[src/rtl/dmem_arbiter.sv]
// Round-robin arbiter sharing the single-port data memory between the CPU
// memory stage (port A) and the debug/DMA loader (port B), with per-port lock.
module dmem_arbiter #(
  parameter int AW = 6,
  parameter int DW = 32
) (
  input  logic          CLK,
  input  logic          RST,
  input  logic          REQ_A,
  input  logic          WE_A,
  input  logic          LOCK_A,
  input  logic [31:0]   ADR_A,
  input  logic [DW-1:0] WDATA_A,
  output logic          GNT_A,
  output logic          RVALID_A,
  output logic [DW-1:0] RDATA_A,
  input  logic          REQ_B,
  input  logic          WE_B,
  input  logic          LOCK_B,
  input  logic [31:0]   ADR_B,
  input  logic [DW-1:0] WDATA_B,
  output logic          GNT_B,
  output logic          RVALID_B,
  output logic [DW-1:0] RDATA_B,
  output logic          MEM_EN,
  output logic          MEM_WE,
  output logic [AW-1:0] MEM_ADR,
  output logic [DW-1:0] MEM_WDATA,
  input  logic [DW-1:0] MEM_RDATA
);

  typedef enum logic [1:0] {IDLE, OWN_A, OWN_B} state_t;

  state_t state;
  logic   pri;   // 0: A wins a tie, 1: B wins a tie
  logic   rd_a;
  logic   rd_b;
  logic   gnt_a;
  logic   gnt_b;

  // Byte-offset and high address bits are deliberately dropped.
  logic unused_adr_bits;
  assign unused_adr_bits = ^{ADR_A[31:AW+2], ADR_A[1:0], ADR_B[31:AW+2], ADR_B[1:0]};

  // NOTE: every always_comb output gets a default first so no latch is inferred.
  always_comb begin
    gnt_a = 1'b0;
    gnt_b = 1'b0;
    if (!RST) begin
      case (state)
        IDLE: begin
          gnt_a = REQ_A & (~REQ_B | ~pri);
          gnt_b = REQ_B & (~REQ_A |  pri);
        end
        OWN_A:   gnt_a = REQ_A;
        OWN_B:   gnt_b = REQ_B;
        default: ;
      endcase
    end
  end

  assign GNT_A = gnt_a;
  assign GNT_B = gnt_b;

  always_comb begin
    MEM_EN    = 1'b0;
    MEM_WE    = 1'b0;
    MEM_ADR   = '0;
    MEM_WDATA = '0;
    if (gnt_a) begin
      MEM_EN    = 1'b1;
      MEM_WE    = WE_A;
      MEM_ADR   = ADR_A[AW+1:2];
      MEM_WDATA = WDATA_A;
    end else if (gnt_b) begin
      MEM_EN    = 1'b1;
      MEM_WE    = WE_B;
      MEM_ADR   = ADR_B[AW+1:2];
      MEM_WDATA = WDATA_B;
    end
  end

  // Read tags are masked during reset so a read granted just before RST
  // never surfaces.
  assign RVALID_A = rd_a & ~RST;
  assign RVALID_B = rd_b & ~RST;
  assign RDATA_A  = RVALID_A ? MEM_RDATA : '0;
  assign RDATA_B  = RVALID_B ? MEM_RDATA : '0;

  // NOTE: sequential state uses non-blocking assignments only.
  always_ff @(posedge CLK) begin
    if (RST) begin
      state <= IDLE;
      pri   <= 1'b0;
      rd_a  <= 1'b0;
      rd_b  <= 1'b0;
    end else begin
      rd_a <= gnt_a & ~WE_A;
      rd_b <= gnt_b & ~WE_B;

      // Lock bursts leave the priority pointer untouched.
      if (state == IDLE) begin
        if (gnt_a)      pri <= 1'b1;
        else if (gnt_b) pri <= 1'b0;
      end

      if (gnt_a)      state <= LOCK_A ? OWN_A : IDLE;
      else if (gnt_b) state <= LOCK_B ? OWN_B : IDLE;
    end
  end

endmodule

[config.mk]
export PLATFORM = sky130hd
export DESIGN_NAME = dmem_arbiter
export DESIGN_NICKNAME = d
export VERILOG_FILES = /design/src/rtl/dmem_arbiter.sv
export SDC_FILE = /design/constraint.sdc
export NUM_CORES = 1
export LEC_CHECK = 0
export BUFFER_PORTS_ARGS = -buffer_cell sky130_fd_sc_hd__buf_2
export CORE_AREA = 3 3 105 107
export DETAILED_ROUTE_END_ITERATION = 7
export DIE_AREA = 0 0 108 110
export PLACE_DENSITY = 0.51
export SYNTH_ARGS = -nofsm -noshare
export SYNTH_HDL_FRONTEND = slang
export SYNTH_SLANG_ARGS = --single-unit
export TNS_END_PERCENT = 10
[constraint.sdc]
create_clock -name CLK -period 3.8 [get_ports CLK]
set_input_delay 0.76 -clock CLK [delete_from_list [all_inputs] [get_ports CLK]]
set_output_delay 0.76 -clock CLK [all_outputs]
set_load 0.01 [all_outputs]
==> results of run 1 <==
report_power, final:
group	leakage, nW	internal (mW)	switching [mW]
Combinational	1.45	0.110	0.0966
Sequential	0.0410	0.0562	0.00368
Clock	0.0228	0.0720	0.0255
Total	1.51	0.238	0.126
layer usage:
| metal | vias to the layer above | wire, um | GRT usage |
|---|---|---|---|
| met5 | - | 0 | 0 |
| met4 | 0 | 55 | 0.02615 |
| met3 | 2 | 691 | 0.01864 |
| met2 | 129 | 2797 | 0.1634 |
| met1 | 826 | 1801 | 0.07133 |
| li1 | 934 | - | - |
area by class of cell:
class | instances | area share
repair buffers | 227 | 0.4826
multi-input cells | 120 | 0.3830
well taps | 136 | 0.07165
flip-flops and latches | 5 | 0.04215
clock buffers | 4 | 0.01897
inverters | 1 | 0.001581
registers in the layout, indices dropped and copies added (netlist names):
register / cells
state: 2
rd_b: 1
pri: 1
rd_a: 1
path summary, 6_finish.rpt:
check	start	endpoint	slack [ps]	cells past startpoint
worst max-delay path	RST	RDATA_A[30]	980	5
worst min-delay path	pri$_SDFFE_PP0P_	pri$_SDFFE_PP0P_	560	2
worst max register to register	state[0]$_SDFFE_PP0P_	rd_a$_SDFF_PP0_	2460	4
worst min register to register	pri$_SDFFE_PP0P_	pri$_SDFFE_PP0P_	560	2
cell usage in the layout (no fill, tap or decap), types with 2 or more instances in the layout:
| cell | synthesis | routed |
|---|---|---|
| and2_1 | 64 | 64 |
| a32o_1 | 2 | 2 |
| nor2b_1 | 2 | 2 |
| buf_4 | 0 | 4 |
| a21oi_1 | 2 | 2 |
| buf_2 | 2 | 223 |
| dfxtp_1 | 5 | 5 |
| clkbuf_8 | 0 | 3 |
| a22o_1 | 38 | 38 |
| nand2b_4 | 2 | 2 |
through the flow:
stage | worst slack (ps) | utilization | cell area, um^2 | cells
after floorplan | 1403 | - | 1127 | 141
after global placement | 981.3 | 0.2277 | 2330 | 489
after detailed placement | 915.1 | 0.2277 | 2330 | 489
after CTS | 914.2 | 0.2321 | 2375 | 493
after global routing | 806.5 | 0.2321 | 2375 | 493
final | 981.1 | 0.2321 | 2375 | 493
worst max-delay path: stages:
cell     delay (ps)
buf_2           170
nor2b_1         490
buf_4           320
and2_1          170
buf_2           130
logic make-up (layout without fill, tap and decap cells):
group,after synthesis,count (layout)
and+or+nand+nor,74,74
AOI/OAI and AO/OA,46,46
buffers and inverters,16,232
DFF,5,5
==> flow_summary.ini, run 1 <==
[sta]
fin_setup_tns_ps = 0
hold_slack_ps = 559.8
tightest_slew_ps = 593.0
slew_headroom = 0.6039
fin_skew_ps = 1.134
drv_slew = 0
period_needed_ps = 2819
rsz0062_at_grt = false
fmax_ghz = 0.3548
hold_viol_final = 0
setup_violations = 0
fin_crit_sh = 0.7418

[routing]
ant_nets = 0
drc = 0
drt_iter0_drc = 46
routed_wl_um = 5346
wl_per_cell_um = 10.84
first_pass_iters = 4
drt-vias-per-instance = 3.836
num_vias = 1891

[floorplanning]
io_pins = 276
die_x_um = 108
rows = 37
die_area_um2 = 11880
coreArea_um2 = 10230
initial_core_util = 0.1102
die_y_um = 110

[power_and_ir_drop]
p_leak_nw = 1.511
p_per_area_nw_per_um2 = 153.2
ir_worst_vdd_mv = 0.08715
power.total_uw = 363.8

[cts]
cts_sinks = 5
cts-root-buf = clkbuf_8
cts_max_level = 1
cts_made_buffers = 3
cts_setup_buffers = 0
clock_latency_ps = 220
cts_tree = yes
cts.clk_slew.worst_paths_ps = 40
post_cts_resize_count = 0
hold_buffers = 0
clk_path_buf_depth = 2

[hold_path]
min-delay-path-class = reg -> reg

[layout]
num_antenna_cells = 0
regArea_um2 = 100.1
nets = 526
multi_input_area_um2 = 909.6
drive_above_1_share = 0.6611
syn_to_final_growth_pct = 110.7
fillerInstances = 1136

[synthesis]
yosysMostFrequentCell = and2_1
synth_xor_area_frac = 0
syn_area_um2 = 1127
syn_area_per_cell_um2 = 7.995
async_reset_ff_frac = 0
yosys-top-cells-area = and2_1 36%, a22o_1 30%, dfxtp_1 8.9%
syn_inst = 141
synth_top_family_by_area = simple AND/OR/NAND/NOR gates
ys.flop_type = dfxtp_1
synthAdderAreaFrac = 0
synthMuxAreaShare = 0
yosys.area_share.simple = 0.4406
synth_compound_area_frac = 0.3607
synth_fp_nets = 309
synth_area_leader_cell = and2_1
synth-seq-cells = 5
yosysWarnings = 0
synth_edf_count = 0
ys_types = 22
synth_top_area_share = 0.3552
ys_seq_area_frac = 0.08879
synthTopCellsByCount = 64 x and2_1, 38 x a22o_1, 8 x buf_6

[grt]
grt_start_max_net_pins = 43
overflow = 0
grt_pass1_wl_um = 7458
grt.total_usage = 0.07757
antenna_found_initial = 0
grt_pass1_vias = 1731

[critical_path]
critPathKind = in -> out
worstPathMaxFanout = 23
critPathCaptureType = output port
critPathLaunchType = primary input
critPathRequiredTime_ps = 3040
crit_arrival_ps = 2060

[place]
port_buffers = 223
place_congestion = 0.6840
hpwl_um = 4673

[run]
max_cap_viol_count = 0

[status]
outcome = finished clean
Note: power is estimated with default switching activity, not from simulation.
==> run 2, diff against run 1 <==
--- a/config.mk
+++ b/config.mk
@@ -6,10 +6,10 @@
 export NUM_CORES = 1
 export LEC_CHECK = 0
 export BUFFER_PORTS_ARGS = -buffer_cell sky130_fd_sc_hd__buf_2
-export CORE_AREA = 3 3 105 107
+export CORE_AREA = 3 3 107 109
 export DETAILED_ROUTE_END_ITERATION = 7
-export DIE_AREA = 0 0 108 110
-export PLACE_DENSITY = 0.51
+export DIE_AREA = 0 0 110 112
+export PLACE_DENSITY = 0.5
 export SYNTH_ARGS = -nofsm -noshare
 export SYNTH_HDL_FRONTEND = slang
 export SYNTH_SLANG_ARGS = --single-unit
==> constraint.sdc (replaced) <==
create_clock -name CLK -period 2.8 [get_ports CLK]
set_input_delay 0.56 -clock CLK [delete_from_list [all_inputs] [get_ports CLK]]
set_output_delay 0.56 -clock CLK [all_outputs]
set_load 0.01 [all_outputs]
==> run 2 against run 1 <==
Against the previous run: non-clock buffer count unchanged; critical endpoint is now MEM_WDATA[26]; sequential power grew 36%; hold slack worse by 19 ps; wire length rose by 2.1%.
==> flow_summary.ini, run 2 (same netlist as run 1, synthesis figures left out) <==
[status]
outcome = finished clean

[grt]
antenna_found_initial = 1
grt_start_max_net_pins = 43
overflow = 0
grt_pass1_vias = 1707
grt_pass1_wl_um = 7631
grt.total_usage = 0.07579

[place]
dp_cells = 493
hpwl_um = 4724
place_congestion = 0.7823
port_buffers = 223

[critical_path]
worst-path-buf-inv = 3
crit_arrival_ps = 1690
critPathRequiredTime_ps = 2240
crit_path_frequent_cell = buf_2
critPathKind = in -> out
crit_cells = 6
critPathLaunchType = primary input
worst_path_max_delay_cell = buf_4
slowest_delay_ps = 370
worstPathMaxFanout = 40
crit_chain = buf_2 -> nor3b_2 -> nor3_4 -> buf_4 -> a22o_1 -> buf_2
cp_top_family = buffers and inverters
rr_worst_depth = 4
critPathCaptureType = output port

[layout]
instances_no_fill = 497
regMostFlops = state
nets = 526
num_antenna_cells = 0
layout_commonest_cell = buf_2
layout_common_cells = 223 x buf_2, 64 x and2_1, 38 x a22o_1
largest_register_ffs = 2
syn_to_final_growth_pct = 112.7
drive_above_1_share = 0.6667
fin_util = 0.2241

[sta]
fin_setup_tns_ps = 0
fin_crit_sh = 0.8042
fin_skew_ps = 0.9275
period_needed_ps = 2252
rsz0062_at_grt = false
drv_slew = 0
hold_viol_final = 0
fmax_ghz = 0.4441
slew_headroom = 0.7342
setup_violations = 0
tightest_slew_ps = 398.7

[routing]
drt-vias-per-instance = 3.795
first_pass_iters = 4
drt_iter0_drc = 70
num_vias = 1886
ant_nets = 0
routed_wl_um = 5459
wl_per_cell_um = 10.98
drc = 0

[floorplanning]
die_x_um = 110
die_area_um2 = 12320
rows = 38
io_pins = 276
initial_core_util = 0.1054
coreArea_um2 = 10700
die_y_um = 112

[hold_path]
min-delay-path-class = in -> reg
min_path_cells = 2

[run]
max_cap_viol_count = 0

[power_and_ir_drop]
ir_worst_vdd_mv = 0.1624
p_per_area_nw_per_um2 = 207.4
p_leak_nw = 1.514

[cts]
hold_buffers = 0
clk_path_buf_depth = 2
cts_max_level = 1
cts_sinks = 5
cts_made_buffers = 3
clock_latency_ps = 220
cts_tree = yes
cts.clk_slew.worst_paths_ps = 30
cts_setup_buffers = 0
cts-root-buf = clkbuf_8
post_cts_resize_count = 0
run 2: cell counts in the layout (fill, tap and decap cells not counted):
No cell type changed its count.
run 2: power by group:
| part | switching [mW] | leakage [nW] | internal [mW] | total [mW] |
|---|---|---|---|---|
| logic | 0.133 | 1.45 | 0.152 | 0.285 |
| clock network | 0.0333 | 0.0228 | 0.0976 | 0.131 |
| registers | 0.00489 | 0.0410 | 0.0763 | 0.0812 |
run 2: final timing paths:
path | startpoint | endpoint | slack, ps
min | WE_B | rd_b$_SDFF_PP0_ | 540
min reg2reg | pri$_SDFFE_PP0P_ | pri$_SDFFE_PP0P_ | 560
max reg2reg | pri$_SDFFE_PP0P_ | state[1]$_SDFFE_PP0P_ | 1450
max | REQ_A | MEM_WDATA[26] | 550
run 2: cell type report:
type / count / area (um^2)
Tap cell: 140 / 175.2
Sequential cell: 5 / 100.1
Clock buffer: 4 / 45.04
Inverter: 1 / 3.754
Multi-Input combinational cell: 120 / 914.6
Fill cell: 1217 / 8300
Timing Repair Buffer: 227 / 1159
run 2: worst reg2reg max path: cells and delay by family (launching register included):
kind | cells | cell delay [ps]
buffers and inverters | 1 | 250
flip-flops | 1 | 350
AO/OA/AOI/OAI | 1 | 250
AND/OR/NAND/NOR | 2 | 390
run 2: layer usage:
| layer | vias to the layer above | wire length, um | GRT usage |
|---|---|---|---|
| li1 | 935 | - | - |
| met1 | 829 | 1915 | 0.08257 |
| met2 | 112 | 2832 | 0.1408 |
| met3 | 8 | 629 | 0.01971 |
| met4 | 2 | 61 | 0.02161 |
| met5 | - | 20 | 0 |
run 2: stage by stage:
step / total power, mW / area, um^2 / setup slack, ps / hold slack [ps]
finish: 0.4971 / 2397 / 548.1 / 540.9
global route: 0.5368 / 2397 / 459.5 / 552.4
detailed placement: 0.3714 / 2352 / 526.3 / 544.8
floorplan: 0.2249 / 1127 / 803.2 / 523.5
global placement: 0.3678 / 2352 / 560.5 / 545.2
CTS: 0.5070 / 2397 / 523.1 / 538.5
